<file path="src/rtl/dm_arbiter.sv">
// dm_arbiter
//   Two-requester arbiter in front of the single-port data memory.
//   Requester 0 is the CPU MEM stage, requester 1 a secondary master
//   (debug loader / DMA). At most one access is granted per cycle. The
//   winner's address, write data, byte enables and PC are steered to the
//   memory, and the memory's read word is registered back to the winner
//   together with a one-cycle ack pulse.
//
//   Parameters
//     ROUND_ROBIN   1: alternate on conflict, 0: requester 0 always wins
//     STARVE_LIMIT  denied-cycle count that forces a win (1..255, 0 = off)
//
//   Ports
//     clk, reset              clock, synchronous active-high reset
//     mX_req/addr/wdata/we/pc request side of requester X (X = 0, 1)
//     mX_lock                 bus lock request (only with DM_ARB_LOCK_EN)
//     mX_gnt                  access accepted this cycle (combinational)
//     mX_ack, mX_rdata        completion pulse and read word, one cycle later
//     dm_addr/wdata/we/pc     to the memory
//     dm_rdata                from the memory (combinational on dm_addr)
//
//   Optional feature macro: DM_ARB_LOCK_EN (bus lock). Without it the lock
//   inputs are ignored and no requester ever owns the lock.

module dm_arbiter #(
   parameter int unsigned ROUND_ROBIN  = 1,
   parameter int unsigned STARVE_LIMIT = 8
) (
   input  logic        clk,
   input  logic        reset,

   input  logic        m0_req,
   input  logic [29:0] m0_addr,
   input  logic [31:0] m0_wdata,
   input  logic [3:0]  m0_we,
   input  logic [31:0] m0_pc,
   input  logic        m0_lock,
   output logic        m0_gnt,
   output logic        m0_ack,
   output logic [31:0] m0_rdata,

   input  logic        m1_req,
   input  logic [29:0] m1_addr,
   input  logic [31:0] m1_wdata,
   input  logic [3:0]  m1_we,
   input  logic [31:0] m1_pc,
   input  logic        m1_lock,
   output logic        m1_gnt,
   output logic        m1_ack,
   output logic [31:0] m1_rdata,

   output logic [29:0] dm_addr,
   output logic [31:0] dm_wdata,
   output logic [3:0]  dm_we,
   output logic [31:0] dm_pc,
   input  logic [31:0] dm_rdata
);

   typedef enum logic [1:0] {
      OWN_NONE = 2'd0,
      OWN_M0   = 2'd1,
      OWN_M1   = 2'd2
   } lock_owner_e;

   localparam logic [7:0] LIMIT    = 8'(STARVE_LIMIT);
   localparam bit         FORCE_EN = (STARVE_LIMIT != 0);
   localparam bit         RR_EN    = (ROUND_ROBIN != 0);

   // State
   logic [7:0]  starve0_q, starve0_d;
   logic [7:0]  starve1_q, starve1_d;
   logic        last_gnt_q, last_gnt_d;   // 1 = requester 1 won last
   lock_owner_e lock_owner_q, lock_owner_d;
   logic        m0_ack_q, m0_ack_d;
   logic        m1_ack_q, m1_ack_d;
   logic [31:0] m0_rdata_q, m0_rdata_d;
   logic [31:0] m1_rdata_q, m1_rdata_d;

   // Arbitration terms
   logic lock0_act, lock1_act;
   logic force0, force1;
   logic win0, win1;

   // Arbitration: lock owner, then starved requester (0 before 1), then a
   // lone requester, then round-robin / fixed priority on conflict.
   always_comb begin
      lock0_act = (lock_owner_q == OWN_M0) && m0_req && m0_lock;
      lock1_act = (lock_owner_q == OWN_M1) && m1_req && m1_lock;
      force0    = FORCE_EN && m0_req && (starve0_q >= LIMIT);
      force1    = FORCE_EN && m1_req && (starve1_q >= LIMIT);

      win0 = 1'b0;
      win1 = 1'b0;
      if (!reset) begin
         if (lock0_act) begin
            win0 = 1'b1;
         end else if (lock1_act) begin
            win1 = 1'b1;
         end else if (force0) begin
            win0 = 1'b1;
         end else if (force1) begin
            win1 = 1'b1;
         end else if (m0_req && m1_req) begin
            if (RR_EN && !last_gnt_q) begin
               win1 = 1'b1;
            end else begin
               win0 = 1'b1;
            end
         end else if (m0_req) begin
            win0 = 1'b1;
         end else if (m1_req) begin
            win1 = 1'b1;
         end
      end
   end

   // Memory-side mux; everything is zero when nobody wins (incl. reset)
   always_comb begin
      dm_addr  = '0;
      dm_wdata = '0;
      dm_we    = '0;
      dm_pc    = '0;
      if (win0) begin
         dm_addr  = m0_addr;
         dm_wdata = m0_wdata;
         dm_we    = m0_we;
         dm_pc    = m0_pc;
      end else if (win1) begin
         dm_addr  = m1_addr;
         dm_wdata = m1_wdata;
         dm_we    = m1_we;
         dm_pc    = m1_pc;
      end
   end

   // Next-state
   always_comb begin
      // Starvation counters: count consecutive denied cycles, saturating
      if (!m0_req || win0) begin
         starve0_d = '0;
      end else if (starve0_q == 8'hFF) begin
         starve0_d = starve0_q;
      end else begin
         starve0_d = starve0_q + 8'd1;
      end

      if (!m1_req || win1) begin
         starve1_d = '0;
      end else if (starve1_q == 8'hFF) begin
         starve1_d = starve1_q;
      end else begin
         starve1_d = starve1_q + 8'd1;
      end

      last_gnt_d = last_gnt_q;
      if (win0) begin
         last_gnt_d = 1'b0;
      end else if (win1) begin
         last_gnt_d = 1'b1;
      end

`ifdef DM_ARB_LOCK_EN
      // Ownership follows every grant taken with lock set and lapses as
      // soon as the owner is not granted with lock (lock or req dropped).
      lock_owner_d = OWN_NONE;
      if (win0 && m0_lock) begin
         lock_owner_d = OWN_M0;
      end else if (win1 && m1_lock) begin
         lock_owner_d = OWN_M1;
      end
`else
      lock_owner_d = OWN_NONE;
`endif

      m0_ack_d   = win0;
      m1_ack_d   = win1;
      m0_rdata_d = win0 ? dm_rdata : m0_rdata_q;
      m1_rdata_d = win1 ? dm_rdata : m1_rdata_q;
   end

   always_ff @(posedge clk) begin
      if (reset) begin
         starve0_q    <= '0;
         starve1_q    <= '0;
         last_gnt_q   <= 1'b1;
         lock_owner_q <= OWN_NONE;
         m0_ack_q     <= 1'b0;
         m1_ack_q     <= 1'b0;
         m0_rdata_q   <= '0;
         m1_rdata_q   <= '0;
      end else begin
         starve0_q    <= starve0_d;
         starve1_q    <= starve1_d;
         last_gnt_q   <= last_gnt_d;
         lock_owner_q <= lock_owner_d;
         m0_ack_q     <= m0_ack_d;
         m1_ack_q     <= m1_ack_d;
         m0_rdata_q   <= m0_rdata_d;
         m1_rdata_q   <= m1_rdata_d;
      end
   end

   assign m0_gnt   = win0;
   assign m1_gnt   = win1;
   // An ack already registered when reset rises is suppressed at once
   assign m0_ack   = m0_ack_q & ~reset;
   assign m1_ack   = m1_ack_q & ~reset;
   assign m0_rdata = m0_rdata_q;
   assign m1_rdata = m1_rdata_q;

endmodule

</file>
<file path="config.mk">
export PLATFORM = sky130hd
export DESIGN_NAME = dm_arbiter
export DESIGN_NICKNAME = d
export VERILOG_FILES = /design/src/rtl/dm_arbiter.sv
export SDC_FILE = /design/constraint.sdc
export NUM_CORES = 1
export LEC_CHECK = 0
export ABC_AREA = 1
export CORE_AREA = 2 2 153 155
export CTS_CLUSTER_SIZE = 40
export DETAILED_ROUTE_END_ITERATION = 10
export DIE_AREA = 0 0 155 157
export PLACE_DENSITY = 0.62
export SYNTH_ARGS = -nofsm -noshare
export SYNTH_HDL_FRONTEND = slang
export SYNTH_SLANG_ARGS = --single-unit
</file>
<file path="constraint.sdc">
create_clock -name clk -period 4.55 [get_ports clk]
set_clock_uncertainty 0.15 [all_clocks]
set_input_delay 0.91 -clock clk [delete_from_list [all_inputs] [get_ports clk]]
set_output_delay 0.91 -clock clk [all_outputs]
set_load 0.01 [all_outputs]
</file>
After elaboration in Yosys (flattened, before gate mapping)
Cells that the tools add are included.

Add/sub/neg operators: 2. Multipliers: 0. Divide/modulo/power cells: 0. Order comparisons: 2. Eq/ne operators: 2. Shift operators: 0. Muxes and demuxes: 23. Bitwise logic cells: 3. Reduce and logical (&&, ||, !) cells: 10.

Operator list (number): 2-to-1 mux 32 bit (4); 2-to-1 mux 30 bit (2); adder 8 x 1 -> 8 bit (second input constant) (2); equality test 8 bit (second input constant) (2); >= comparator 8 x 4 -> 1 bit (second input constant) (2); 2-to-1 mux 1 bit (15); 2-to-1 mux 4 bit (2); OR reduction 2 bit (2); logical AND 1 bit (3); bitwise AND 1 bit (2); zero test 1 bit (2); logical OR 1 bit (2); nonzero test 2 bit (1); NOT 1 bit (1).

Register bits after elaboration: 83. Latch bits: 0. Bits in writable memories: 0. Bits in read-only memories: 0. Input port bits: 234. Output and inout port bits: 166. Memories kept: 0.

Longest topological paths before layout
Word-level depth: 8. Gate-level depth with buffers: 9. Depth with buffers taken out: 8.

Least setup slack after synthesis
OpenSTA, ideal clock, no wires.

Path kind: input-to-output. From: in reset. To: out dm_addr[21]. Arrival: 1.694 ns. Data required time: 3.490 ns. Slack: 1.796 ns. Stages on the path: 5. Cells stage by stage: inv_1 > buf_2 > buf_1 > nand3_1 > o21ai_0.

Word-level cells in the longest chain between the ends: 3. Elaborated cells between the ends (all ways): 4. Classes of those cells: 4 x mux.

Ends and longest elaborated chain: from (decl) (line 30) `input logic reset,`; 2-to-1 mux 1 bit (line 94) `if (!reset) begin`; 2-to-1 mux 30 bit (line 128) `end else if (win1) begin`; 2-to-1 mux 30 bit * (line 123) `if (win0) begin`; to (decl) (line 52) `output logic [29:0] dm_addr,`.

Mark *: on every way between the ends. The rest lies on a longest branch, timed or not.

Worst setup path after layout
From: in m0_req. To: out dm_pc[28].

Word-level cells in the longest chain between the ends: 7. Elaborated cells between the ends (all ways): 14. Classes of those cells: 12 x mux; 2 x reduce/logical.

Ends and longest elaborated chain: from (decl) (line 32) `input logic m0_req,`; 2-to-1 mux 1 bit / logical AND 1 bit (equally long branches) (line 109, 103); 2-to-1 mux 1 bit (line 103) `end else if (m0_req && m1_req) begin`; 2-to-1 mux 1 bit (line 101) `end else if (force1) begin`; 2-to-1 mux 1 bit (line 99) `end else if (force0) begin`; 2-to-1 mux 1 bit (line 94); 2-to-1 mux 32 bit (line 128); 2-to-1 mux 32 bit * (line 123); to (decl) (line 55) `output logic [31:0] dm_pc,`.

Marks and branches as above.

==> impl_metrics.yaml <==
yosys:
  netlist.area_leader.share_pct: 32.93
  ys_seq_elements: 83
  synth_cell_type_count: 22
  seq_area_frac_synth_pct: 32.93
  syn_avg_cell_area_um2: 6.692
  yosys.area.top_type: "dfxtp_1"
  syn_area_um2: 5046
  ys_top_cells_by_area: "dfxtp_1 (33%), nand3_1 (14%), o21ai_2 (14%), inv_1 (11%), nor2_1 (6.6%)"
  ys_top_cells_by_count: "inv_1 (152), nand3_1 (142), nor2_1 (89), dfxtp_1 (83), o21ai_2 (80)"
  synth_ff_type: "dfxtp_1"
  synthCells: 754
  yosysMostFrequentCell: "inv_1"
  synthArstFlopShare_pct: 0
  yosysWarnings: 0
  synth_enable_flop_cells: 0
run_status:
  outcome: "complete, no violations"
clock_tree:
  cts_resized: 0
  cts_htree_levels: 3
  hold_buffers: 0
  cts_setup_buffers: 0
  cts_buffers: 9
  insertion_delay_ns: 0.34
  clockRootBuffer: "clkbuf_16"
  tritoncts: "done"
  cts_sinks: 83
  cts.path.max_buffers: 2
  clkTransAtPathRegs_ns: 0.06
routing:
  via_per_inst: 4.219
  ant_nets: 0
  vias: 5987
  post-route-drc-count: 0
  first_pass_iters: 5
  dr.first_iter.drc_count: 285
  wire_per_inst_um: 14.97
  drt-total-wl_mm: 21.25
sta:
  post-route-period-util_pct: 88.94
  fin_tns_setup_ns: 0
  rsz0062_at_grt: "no"
  slew_headroom_pct: 65.66
  max_freq_ghz: 0.2471
  period_needed_ns: 4.047
  worstMarginPinSlew_ns: 0.5139
  setup_ws_ns: 0.5031
  slew_viol_final: 0
  setup_violations: 0
  hold_viol: 0
critical_path:
  worstPathCellList: "clkdlybuf4s50_1 > inv_2 > a21oi_1 > nand2_1 > nand2_4 > buf_12 > nand3_1 > o21ai_2 > clkdlybuf4s50_1"
  max_stage_delay_ns: 0.60
  slowest_stage: "clkdlybuf4s50_1"
  worstPathArrival_ns: 2.99
  start_kind: "input pin"
  crit_path_frequent_cell: "clkdlybuf4s50_1"
  cp.required_ns: 3.49
  end_kind: "primary output"
  crit_fanout: 78
  path_class: "input pin to primary output"
floorplanning:
  rows: 55
  die_area_um2: 24340
  io_pins: 400
  die_h_um: 157
  start_util_pct: 22.42
  core_area_um2: 22500
  die_x_um: 155
global_routing:
  antenna_found_initial: 1
  first_global_vias: 5767
  grt_pass1_wl_mm: 31.54
  overflow: 0
  grtUsageTotal_pct: 16.45
  grt_max_degree: 79
placed_design:
  port_buffers: 397
  placedCellCount: 1403
  pre_cts_ws_ns: 0.5007
  gp_congestion: 0.8013
  dp_hpwl_mm: 16.57
cells_and_area:
  num-nets-final: 1367
  drive_above_1_share_pct: 10.15
  instances_no_fill: 1419
  area_delta_synth_final_pct: 89.44
  seq_area_um2: 1662
  nFillCells: 2303
  fin_util_pct: 42.48
  multiInputGateArea_um2: 2505
job:
  drv_cap: 0
min_path:
  hp-class: "flop to flop"
power_and_ir_drop:
  p_per_area_nw_per_um2: 238.2
  power.leakage_uw: 0.004212
  peakVddDrop_mv: 0.1959
  total_power_uw: 2277
==> final timing paths <==
path	start	endpoint	slack, ns	cells past startpoint
setup / recovery	m0_req	dm_pc[28]	0.50	9
hold reg to reg	m0_rdata[27]	m0_rdata[27]	0.33	2
setup reg to reg	starve1_q[5]	last_gnt_q	2.60	9
hold / removal	m0_rdata[27]	m0_rdata[27]	0.33	2
==> stage by stage <==
step / cell area, um2 / hold slack [ns]
2_1_floorplan: 5057 / 0.3469
3_3_place_gp: 9273 / 0.3131
3_5_place_dp: 9273 / 0.3214
4_1_cts: 9557 / 0.3346
5_1_grt: 9557 / 0.3516
6_report: 9559 / 0.3271
==> flip-flops by register name (all words and copies together) (netlist names) <==
name / cells
m1_rdata: 32
starve0_q: 8
starve1_q: 8
m1_ack_q: 1
m0_rdata: 32
last_gnt_q: 1
m0_ack_q: 1
==> cell families (layout without fill, tap and decap cells) <==
family          Yosys count  in the layout  share of synthesized area, %
simple gates            317            317                         27.45
buf+inv                 206            582                         17.90
compound gates          136            136                         19.44
flops                    83             83                         32.93
xor+xnor                  7              7                         1.215
fa+ha+maj                 4              4                        0.9919
other cells               1              5                       0.07431
==> layer usage <==
layer | track usage [%] | routed length, um | vias up
li1 | - | - | 3100
met2 | 27.75 | 10130 | 230
met1 | 19.77 | 8683 | 2627
met5 | 0 | 11 | -
met4 | 4.541 | 403 | 2
met3 | 5.920 | 2016 | 28
==> cells in the final DEF (no fill, tap or decap), drive strengths merged <==
cell type      netlist  layout
bufinv               0       1
nand2               80      80
diode                0       1
o21ai              135     135
clkbuf              16      10
dfxtp               83      83
xor2                 7       7
nand3              143     143
inv                154     154
ha                   4       4
clkinvlp             0       2
nor3                 3       3
clkinv               0       2
clkdlybuf4s50        0     397
a21oi                1       1
conb                 1       4
buf                 36      16
nand4                2       2
nor2                89      89
==> power breakdown <==
part / switching, uW / leakage, uW / internal [uW]
registers: 21.8 / 0.000684 / 772
logic: 324 / 0.00339 / 440
clock network: 298 / 0.000134 / 420
total: 644 / 0.00421 / 1630
==> worst max-delay path, delay by kind of cell <==
kind | cells | cell delay, ns
simple gates | 3 | 0.34
buf+inv | 4 | 1.45
compound gates | 2 | 0.20
==> area by class of cell <==
| cell class | instances | share of cell area, % |
|---|---|---|
| Antenna cell | 1 | 0.02618 |
| Inverter | 154 | 6.073 |
| Timing Repair Buffer | 413 | 43.61 |
| Clock inverter | 5 | 0.5759 |
| Clock buffer | 10 | 2.395 |
| Tap cell | 285 | 3.730 |
| Sequential cell | 83 | 17.38 |
| Multi-Input combinational cell | 468 | 26.20 |
No activity file was read; power rests on OpenSTA's default activity.
